===== src/rtl/serial_add_pkg.sv =====
// Shared types and helpers for the bit-serial adder controller.
package serial_add_pkg;

  typedef enum logic [1:0] {
    S_IDLE = 2'd0,
    S_RUN  = 2'd1,
    S_DONE = 2'd2
  } state_t;

  // Bit position counter width; a 1-bit adder still needs a 1-bit counter.
  function automatic int cnt_width(input int width);
    return (width > 1) ? $clog2(width) : 1;
  endfunction

endpackage


===== src/rtl/full_adder.sv =====
// Single-bit full adder cell; the one shared datapath resource of the serial adder.
module full_adder (
  input  logic a,
  input  logic b,
  input  logic cin,
  output logic s,
  output logic cout
);

  assign s    = a ^ b ^ cin;
  assign cout = (a & b) | (cin & (a ^ b));

endmodule


===== src/rtl/serial_add_ctrl.sv =====
// Bit-serial WIDTH-bit adder: one full_adder cell walked LSB-first over the operands.
//   state  | meaning
//   S_IDLE | waiting for start; results held
//   S_RUN  | one bit per clock through the shared cell
//   S_DONE | one-cycle done pulse; results valid
module serial_add_ctrl
  import serial_add_pkg::*;
#(
  parameter int WIDTH = 8
) (
  input  logic             clock,
  input  logic             reset,
  input  logic             start,
  input  logic [WIDTH-1:0] a,
  input  logic [WIDTH-1:0] b,
  input  logic             cin,
  output logic             busy,
  output logic             done,
  output logic [WIDTH-1:0] sum,
  output logic             cout,
  output logic             ovf
);

  localparam int            CW   = cnt_width(WIDTH);
  localparam logic [CW-1:0] LAST = CW'(WIDTH - 1);

  state_t           state;
  logic [WIDTH-1:0] ar;
  logic [WIDTH-1:0] br;
  logic [WIDTH-1:0] sum_shift;
  logic [CW-1:0]    cnt;
  logic             carry;
  logic             fa_s;
  logic             fa_co;

  full_adder u_fa (
    .a   (ar[0]),
    .b   (br[0]),
    .cin (carry),
    .s   (fa_s),
    .cout(fa_co)
  );

  // New sum bit enters at the MSB so bit i lands at sum[i] after WIDTH shifts.
  generate
    if (WIDTH == 1) begin : g_w1
      assign sum_shift = fa_s;
    end else begin : g_wn
      assign sum_shift = {fa_s, sum[WIDTH-1:1]};
    end
  endgenerate

  always_ff @(posedge clock) begin
    if (reset) begin
      state <= S_IDLE;
      ar    <= '0;
      br    <= '0;
      cnt   <= '0;
      carry <= 1'b0;
      sum   <= '0;
      cout  <= 1'b0;
      ovf   <= 1'b0;
    end else begin
      case (state)
        S_IDLE: begin
          if (start) begin
            ar    <= a;
            br    <= b;
            carry <= cin;
            cnt   <= '0;
            sum   <= '0;
            state <= S_RUN;
          end
        end
        S_RUN: begin
          sum   <= sum_shift;
          ar    <= ar >> 1;
          br    <= br >> 1;
          carry <= fa_co;
          if (cnt == LAST) begin
            // carry still holds the carry into the MSB at this point
            ovf   <= carry ^ fa_co;
            cout  <= fa_co;
            state <= S_DONE;
          end else begin
            cnt <= cnt + 1'b1;
          end
        end
        S_DONE:  state <= S_IDLE;
        default: state <= S_IDLE;
      endcase
    end
  end

  assign busy = (state == S_RUN);
  assign done = (state == S_DONE);

endmodule


===== config.mk =====
export PLATFORM = sky130hd
export DESIGN_NAME = serial_add_ctrl
export DESIGN_NICKNAME = d
export VERILOG_FILES = /design/src/rtl/serial_add_pkg.sv /design/src/rtl/full_adder.sv /design/src/rtl/serial_add_ctrl.sv
export SDC_FILE = /design/constraint.sdc
export NUM_CORES = 1
export LEC_CHECK = 0
export ABC_AREA = 0
export BUFFER_PORTS_ARGS = -buffer_cell sky130_fd_sc_hd__buf_2
export CAP_MARGIN = 0
export CORE_UTILIZATION = 52
export DETAILED_ROUTE_END_ITERATION = 8
export PLACE_DENSITY = 0.77
export SLEW_MARGIN = 5
export SYNTH_ARGS = -nofsm -noshare
export SYNTH_HDL_FRONTEND = slang
export SYNTH_SLANG_ARGS = --single-unit
export TNS_END_PERCENT = 100

===== constraint.sdc =====
create_clock -name clock -period 1.8 [get_ports clock]
set_input_delay 0.18 -clock clock [delete_from_list [all_inputs] [get_ports clock]]
set_output_delay 0.18 -clock clock [all_outputs]
set_load 0.05 [all_outputs]

==> flow_summary.toml, run 1 <==
[run_status]
outcome = "finished clean"

[clocking]
clk_latency_ns = 0.34
htree_levels = 2
cts.reportedPaths.clkPinSlew_ns = 0.10
clk_root_buffer_cell = "clkbuf_4"
cts_sinks = 32
holdBufCountCts = 0
numCtsBuffers = 5
cts_tree = "done"
clk_path_buf_depth = 2

[routing]
wl_met2_um = 1300
post_drt_via_cell_ratio = 5.62
routed_wl_um = 2930
wl_met1_um = 1410
ant_nets = 0
highest_layer = "met4"
wl_per_cell_um = 13.5
dr_wl_met3_um = 158
via_count = 1213
drt_iter0_drc = 23
drc = 0
drt-pass1-iter-count = 4

[run]
drv_cap = 0

[global_route]
globalRouteTotalUtil_pct = 23.3
overflow = 0
grt_pass1_wl_um = 4760
antenna_found_initial = 0
grt_pass1_vias = 1101
grt_max_degree = 33

[final_layout]
drive_gt1_share_pct = 25.3
final_cell_mix = "dfxtp_1, buf_2, nor2_1"
final_area_um2 = 1640
fin_nets = 208
syn2layout_area_growth_pct = 14.2
final_util_pct = 64.3
n_antenna_cell = 0

[synthesis]
synth_cells = 157
ys_ff_latch = 32
synth_fp_nets = 180
synth_area_per_cell_um2 = 9.12
synth_warnings = 0
ys_types = 33
ys_seq_area_share_pct = 44.7
synth_area_um2 = 1430

[timing]
hold_viol = 0
hold_slack_ns = 0.171
maxSlewViolCount = 0
skew_ns = 0.00237
max_freq_mhz = 619
rsz0062_at_grt = "false"
relSlewSlack_pct = 62.2
fin_setup_tns_ns = 0
tightest_slew_ns = 0.567
finalSetupViolations = 0
min_period_ns = 1.61
fin_crit_sh_pct = 89.7

[worst_setup_path]
endpoint_kind = "output port"
startpoint_type = "register"
required_ns = 1.62
arrival_ns = 1.43
cp_max_fo = 16
critPathKind = "register to output port"

[floorplan]
pin_count = 32
die_h_um = 54.5
initial_core_util_pct = 56.3
dieArea_um2 = 2970
die_w_um = 54.5
coreArea_um2 = 2540
row_count = 18

[placed_design]
io_buffer_count = 31
dp_hpwl_um = 2030
place_congestion = 0.757
place_area_um2 = 1580

[hold_path]
min_path_type = "primary input to register"

[power]
leakage_nw = 0.706
cellPowerDensity_nw_per_um2 = 860
ir_drop_uv = 593
total_power_mw = 1.41
## logic make-up (layout without fill, tap and decap cells)
kind of cell	count (synthesis)	count (layout)	synth area share [%]
AND/OR/NAND/NOR	49	49	16.4
multiplexers	12	12	8.38
adder cells (fa/ha/maj)	3	3	3.14
buffers and inverters	20	49	6.81
flip-flops	32	32	44.7
AO/OA/AOI/OAI	40	40	19.9
XOR/XNOR	1	1	0.611
## stage by stage
stage               instances  setup slack (ns)
global placement          208             0.344
global route              216            0.0932
finish                    216             0.185
CTS                       216             0.177
floorplan                 157             0.271
detailed placement        208             0.252
## worst max-delay path, stage by stage (launching register included)
cell,delay [ns]
dfxtp_2,0.51
nand2b_2,0.13
inv_1,0.16
buf_2,0.30
## final timing paths
kind | cells past startpoint | to | startpoint | slack (ns)
min | 3 | br[3] | b[3] | 0.17
min reg2reg | 2 | ovf | ovf | 0.46
max | 3 | busy | state[0] | 0.19
max reg2reg | 5 | cnt[0] | cnt[0] | 0.34
## cell type report
class                           count  area (um2)
Sequential cell                    32         642
Tap cell                           30        37.5
Fill cell                         223         908
Clock buffer                        8        58.8
Inverter                            7        26.3
Timing Repair Buffer               34         178
Multi-Input combinational cell    105         694
## sequential cells by signal, indices dropped and copies added (netlist names)
register and count:
ar 8, cnt 3, sum 8, carry 1, state 2, ovf 1, br 8, cout 1
## cells in the mapped netlist
library cell / instances / area, um2
fa_1: 1 / 20.0
and3b_1: 1 / 8.76
nand2_1: 4 / 15.0
a211oi_1: 13 / 97.6
o21bai_2: 1 / 11.3
inv_1: 7 / 26.3
buf_4: 2 / 15.0
nor4b_1: 1 / 8.76
o21ba_2: 1 / 10.0
or3b_2: 1 / 8.76
a31oi_1: 3 / 18.8
a2bb2oi_1: 1 / 8.76
mux2i_1: 12 / 120
a311oi_1: 1 / 8.76
nand3b_1: 1 / 7.51
a22oi_1: 7 / 52.6
a21oi_1: 10 / 50.1
dfxtp_1: 32 / 641
buf_6: 1 / 11.3
nor2_1: 28 / 105
buf_2: 6 / 30.0
or3b_1: 1 / 8.76
o21ai_0: 1 / 5.00
nor3_1: 2 / 10.0
nand2b_2: 1 / 8.76
o221a_2: 2 / 22.5
nor4bb_1: 1 / 10.0
nand2b_1: 2 / 12.5
xnor2_1: 1 / 8.76
ha_1: 2 / 25.0
nor2b_1: 1 / 6.26
nand3_1: 5 / 25.0
clkbuf_1: 4 / 15.0
## per-layer routing
| layer | track usage, % | vias up |
|---|---|---|
| met1 | 28.2 | 563 |
| met2 | 37.2 | 33 |
| met4 | 12.8 | 0 |
| li1 | - | 611 |
| met5 | 0 | - |
| met3 | 6.39 | 6 |
## where the power goes
| part | internal [mW] | switching, mW |
|---|---|---|
| Clock | 0.193 | 0.245 |
| Sequential | 0.747 | 0.0296 |
| Combinational | 0.0843 | 0.110 |
## repair_timing
action	in CTS	in global routing
buffers inserted	0	0
resized for setup	1	0
endpoints found under the setup margin	1	0
No activity file was read; power rests on OpenSTA's default activity.
==> run 2, diff against run 1 <==
--- a/config.mk
+++ b/config.mk
@@ -9,6 +9,7 @@
 export BUFFER_PORTS_ARGS = -buffer_cell sky130_fd_sc_hd__buf_2
 export CAP_MARGIN = 0
 export CORE_UTILIZATION = 52
+export CTS_CLUSTER_SIZE = 30
 export DETAILED_ROUTE_END_ITERATION = 8
 export PLACE_DENSITY = 0.77
 export SLEW_MARGIN = 5
==> constraint.sdc (replaced) <==
create_clock -name clock -period 1.6 [get_ports clock]
set_input_delay 0.16 -clock clock [delete_from_list [all_inputs] [get_ports clock]]
set_output_delay 0.16 -clock clock [all_outputs]
set_load 0.05 [all_outputs]
==> flow_summary.toml, run 2 (synthesis gave the netlist of run 1 again) <==
[final_layout]
largestRegisters = "ar: 8 flops, br: 8 flops, sum: 8 flops"
drive_gt1_share_pct = 27.3
final_cell_mix = "dfxtp_1, buf_2, nor2_1"
n_antenna_cell = 0
fin_cells = 217
final_common_cell = "dfxtp_1"
syn2layout_area_growth_pct = 15.4
fin_nets = 209

[worst_setup_path]
startpoint_type = "register"
crit_cells = 3
r2r_slack_ns = 0.16
crit_path_max_incr_delay_ns = 0.36
reg2reg_from = "carry"
critPathTopFamily = "buffers and inverters"
critPathKind = "register to output port"
worst_path_max_delay_cell = "dfxtp_2"
r2r_end = "ovf"
critPathBufInv = 2
endpoint_kind = "output port"
arrival_ns = 1.34
critical_path.cell_chain = "nand2b_2, inv_1, buf_4"
cp-startpoint = "state[1]"
r2r_cells = 5
required_ns = 1.44
cp_max_fo = 8

[placed_design]
dpl.cell_count = 209
place_congestion = 0.764
dp_hpwl_um = 1940
pre_cts_slack_ns = 0.218
io_buffer_count = 31

[clocking]
clk_root_buffer_cell = "clkbuf_4"
cts.reportedPaths.clkPinSlew_ns = 0.10
htree_levels = 2
clk_path_buf_depth = 2
cts_sinks = 32
clk_latency_ns = 0.33
post_cts.repair.setup_buffers = 0
numCtsBuffers = 5
cts_tree = "done"

[floorplan]
coreArea_um2 = 2540
dieArea_um2 = 2970
die_h_um = 54.5
row_count = 18
die_w_um = 54.5
initial_core_util_pct = 56.3
pin_count = 32

[global_route]
globalRouteTotalUtil_pct = 22.5
overflow = 0
grt_max_degree = 33
antenna_found_initial = 0
grt_pass1_wl_um = 4590
grt_pass1_vias = 1075

[run]
drv_cap = 0

[routing]
wl_per_cell_um = 13.0
drc = 0
drt-pass1-iter-count = 4
post_drt_via_cell_ratio = 5.60
drt_iter0_drc = 22
ant_nets = 0
via_count = 1215
routed_wl_um = 2830

[power]
leakage_nw = 0.717
ir_drop_uv = 826
total_power_mw = 1.57
cellPowerDensity_nw_per_um2 = 951

[timing]
fin_setup_tns_ns = 0
finalSetupViolations = 0
fin_crit_sh_pct = 93.9
max_freq_mhz = 666
maxSlewViolCount = 0
relSlewSlack_pct = 60.9
hold_viol = 0
rsz0062_at_grt = "false"
tightest_slew_ns = 0.586
skew_ns = 0.00418
min_period_ns = 1.50
setup_ws_ns = 0.0977

[hold_path]
min_path_type = "primary input to register"
whs_endpoint = "br[3]"
min_from = "b[3]"
holdPathStages = 3

[run_status]
outcome = "finished clean"
[run 2: cell count changes in the layout (fill, tap and decap cells not counted), sizes merged]
cell / before / now
clkbuf: 8 / 7
clkinv: 0 / 2
[run 2: per-layer routing]
layer,vias to the layer above,part of all wire [%],track usage (%)
met5,-,0,0
met4,0,1.6,8.97
met3,6,5.2,9.44
met2,27,46,34.8
met1,569,47,27.6
li1,613,-,-
[run 2: power breakdown]
part	total [mW]	internal [mW]	leakage, nW	switching (mW)
Clock	0.481	0.209	0.0380	0.272
Sequential	0.869	0.840	0.263	0.0291
Combinational	0.223	0.0978	0.416	0.125
[run 2: cell type report]
cell class | instances | area, um2
Clock buffer | 6 | 51.3
Inverter | 7 | 26.3
Tap cell | 30 | 37.5
Timing Repair Buffer | 35 | 190
Fill cell | 242 | 892
Clock inverter | 2 | 10.0
Multi-Input combinational cell | 105 | 694
Sequential cell | 32 | 643
[run 2: what timing repair did]
item,CTS,global route
endpoints found under the setup margin,1,2
hold buffers,0,0
hold endpoints to repair,0,0
gates resized for setup,1,3
[run 2: worst max-delay path by stage]
stage            to  slack (ns)
2_1_floorplan  done        0.09
3_3_place_gp    ovf        0.25
3_5_place_dp    ovf        0.22
4_1_cts        busy        0.03
5_1_grt        busy        0.03
6_report       busy         0.1
[run 2: stage by stage]
stage          util, %  instance area, um2  hold slack, ns
6_report          64.9                1650           0.162
5_1_grt           64.9                1650           0.155
4_1_cts           64.7                1650           0.154
3_5_place_dp      62.2                1580           0.452
3_3_place_gp      62.2                1580           0.446
2_1_floorplan        -                1430           0.334
[run 2: worst min-delay path: cells and delay by family]
kind / cells / cell delay (ns)
buffers and inverters: 1 / 0.09
multiplexers: 1 / 0.11
AO/OA/AOI/OAI: 1 / 0.08
==> run 3, diff against run 2 <==
--- a/config.mk
+++ b/config.mk
@@ -9,11 +9,13 @@
 export BUFFER_PORTS_ARGS = -buffer_cell sky130_fd_sc_hd__buf_2
 export CAP_MARGIN = 0
 export CORE_UTILIZATION = 52
+export CTS_CLUSTER_DIAMETER = 80
 export CTS_CLUSTER_SIZE = 30
 export DETAILED_ROUTE_END_ITERATION = 8
 export PLACE_DENSITY = 0.77
 export SLEW_MARGIN = 5
 export SYNTH_ARGS = -nofsm -noshare
 export SYNTH_HDL_FRONTEND = slang
+export SYNTH_HIERARCHICAL = 1
 export SYNTH_SLANG_ARGS = --single-unit
 export TNS_END_PERCENT = 100
==> flow_summary.toml, run 3 <==
[global_route]
globalRouteTotalUtil_pct = 22.0
grt_pass1_vias = 1003
antenna_found_initial = 0
grt_pass1_wl_um = 4360
overflow = 0
grt_max_degree = 33

[routing]
wl_per_cell_um = 13.2
drc = 0
wl_met2_um = 1330
wl_met1_um = 1270
drt-pass1-iter-count = 4
ant_nets = 0
via_count = 1181
routed_wl_um = 2800
post_drt_via_cell_ratio = 5.57
dr_wl_met3_um = 129
drt_iter0_drc = 20
highest_layer = "met4"

[synthesis]
synthTopCellsByArea = "dfxtp_1, mux2i_1, nor2_1, a211oi_1, a22oi_1"
synth_fp_nets = 176
ys_seq_area_share_pct = 45.4
synth_mux_area_share_pct = 9.22
synth_cells = 153
synth-adder-area-share_pct = 3.19
synthMostInstantiatedCell = "dfxtp_1"
yosysTopAreaCellShare_pct = 45.4
synth_area_um2 = 1410
synth_top_family_by_area = "compound AO/OA/AOI/OAI gates"
synth_edf_count = 0
synthSimpleGateAreaFrac_pct = 14.5
synth_area_per_cell_um2 = 9.22
post_synth_xor_area_fraction_pct = 0.621
ys_ff_latch = 32
synth_flop_cell = "dfxtp_1"
synth_compound_area_share_pct = 20.7
yosysTopAreaCell = "dfxtp_1"
synth_warnings = 6
async_flop_share_pct = 0
synth_commonest_cells = "dfxtp_1, nor2_1, mux2i_1"
ys_types = 27

[run_status]
outcome = "finished clean"

[timing]
max_freq_mhz = 674
min_period_ns = 1.48
rsz0062_at_grt = "false"
relSlewSlack_pct = 48.8
fin_setup_tns_ns = 0
tightest_slew_ns = 0.767
maxSlewViolCount = 0
hold_viol = 0
fin_crit_sh_pct = 92.8
finalSetupViolations = 0
skew_ns = 0.00616

[final_layout]
final_cell_mix = "dfxtp_1, buf_2, nor2_1"
fin_nets = 204
drive_gt1_share_pct = 25.8
n_antenna_cell = 0
syn2layout_area_growth_pct = 17.1
num-fill-cells = 211
final_area_um2 = 1650
largestRegisters = "ar: 8 flops, br: 8 flops, sum: 8 flops"
final_common_cell = "dfxtp_1"

[floorplan]
coreArea_um2 = 2520
initial_core_util_pct = 56.0
pin_count = 32
die_w_um = 54.1
row_count = 18
die_h_um = 54.1
dieArea_um2 = 2930

[hold_path]
min_from = "a[7]"
min_path_type = "primary input to register"

[worst_setup_path]
cp-startpoint = "state[0]"
arrival_ns = 1.32
reg2reg_from = "state[0]"
crit_end = "busy"
cp_max_fo = 11
critPathKind = "register to output port"
startpoint_type = "register"
required_ns = 1.44
r2r_end = "sum[0]"
endpoint_kind = "output port"
r2r_slack_ns = 0.22
r2r_cells = 3

[placed_design]
place_area_um2 = 1560
dp_hpwl_um = 1950
io_buffer_count = 31
place_congestion = 0.866

[clocking]
numCtsBuffers = 5
htree_levels = 2
cts_sinks = 32
cts_tree = "done"
post_cts.repair.setup_buffers = 0
cts.reportedPaths.clkPinSlew_ns = 0.10
clk_path_buf_depth = 2
clk_latency_ns = 0.34
clk_root_buffer_cell = "clkbuf_4"

[run]
drv_cap = 0

[power]
ir_drop_uv = 1010
cellPowerDensity_nw_per_um2 = 1080
leakage_nw = 0.720
[run 3: kinds of logic (layout without fill, tap and decap cells)]
logic type / count (synthesis) / in the layout
buffers and inverters: 18 / 47
xor gates and xnor gates: 1 / 1
DFF: 32 / 32
AOI/OAI and AO/OA: 41 / 41
muxes: 13 / 13
and+or+nand+nor: 45 / 45
adders and majority gates: 3 / 3
[run 3: timing repair]
| action | in CTS | in global routing |
|---|---|---|
| endpoints found under the setup margin | 1 | 0 |
| hold buffers | 0 | 0 |
| resized for setup | 2 | 0 |
[run 3: routing by layer]
metal,up-vias,global-route usage [%]
met5,-,0
met4,0,15.0
met3,9,6.21
met2,25,35.4
met1,550,25.1
li1,597,-
[run 3: how the worst min path moves through the flow]
stage	end	slack, ns	depth (start not counted)
after floorplan	br[7]	0.32	2
after global placement	ar[7]	0.43	3
after detailed placement	ar[7]	0.43	3
after CTS	ar[7]	0.07	3
after global routing	br[7]	0.09	3
final	ar[7]	0.08	3
[run 3: layout make-up]
| cell class | instances | area (um2) | area share, % |
|---|---|---|---|
| repair buffers | 34 | 180 | 10.9 |
| flip-flops and latches | 32 | 641 | 38.8 |
| multi-input cells | 103 | 681 | 41.2 |
| clock inverters | 1 | 30.0 | 1.82 |
| clock buffers | 7 | 65.1 | 3.94 |
| well taps | 30 | 37.5 | 2.27 |
| inverters | 5 | 18.8 | 1.14 |
[run 3: power breakdown]
group / leakage [nW] / total, mW / switching [mW] / internal (mW)
logic: 0.406 / 0.217 / 0.123 / 0.0942
clock network: 0.0515 / 0.693 / 0.279 / 0.415
registers: 0.263 / 0.871 / 0.0314 / 0.840
[run 3: metrics by stage]
stage / hold slack, ns / setup WS [ns] / power [mW] / instances / util, %
6_report: 0.0771 / 0.116 / 1.78 / 212 / 65.5
5_1_grt: 0.0918 / 0.0353 / 1.86 / 212 / 65.5
4_1_cts: 0.0670 / 0.105 / 1.79 / 212 / 65.5
3_5_place_dp: 0.434 / 0.240 / 1.10 / 204 / 61.7
3_3_place_gp: 0.426 / 0.321 / 1.09 / 204 / 61.7
2_1_floorplan: 0.320 / 0.0978 / 1.05 / 153 / -
[run 3: critical path, stage by stage (launching register included)]
cell	delay [ns]
dfxtp_1	0.42
nand2b_1	0.15
inv_2	0.19
buf_4	0.23
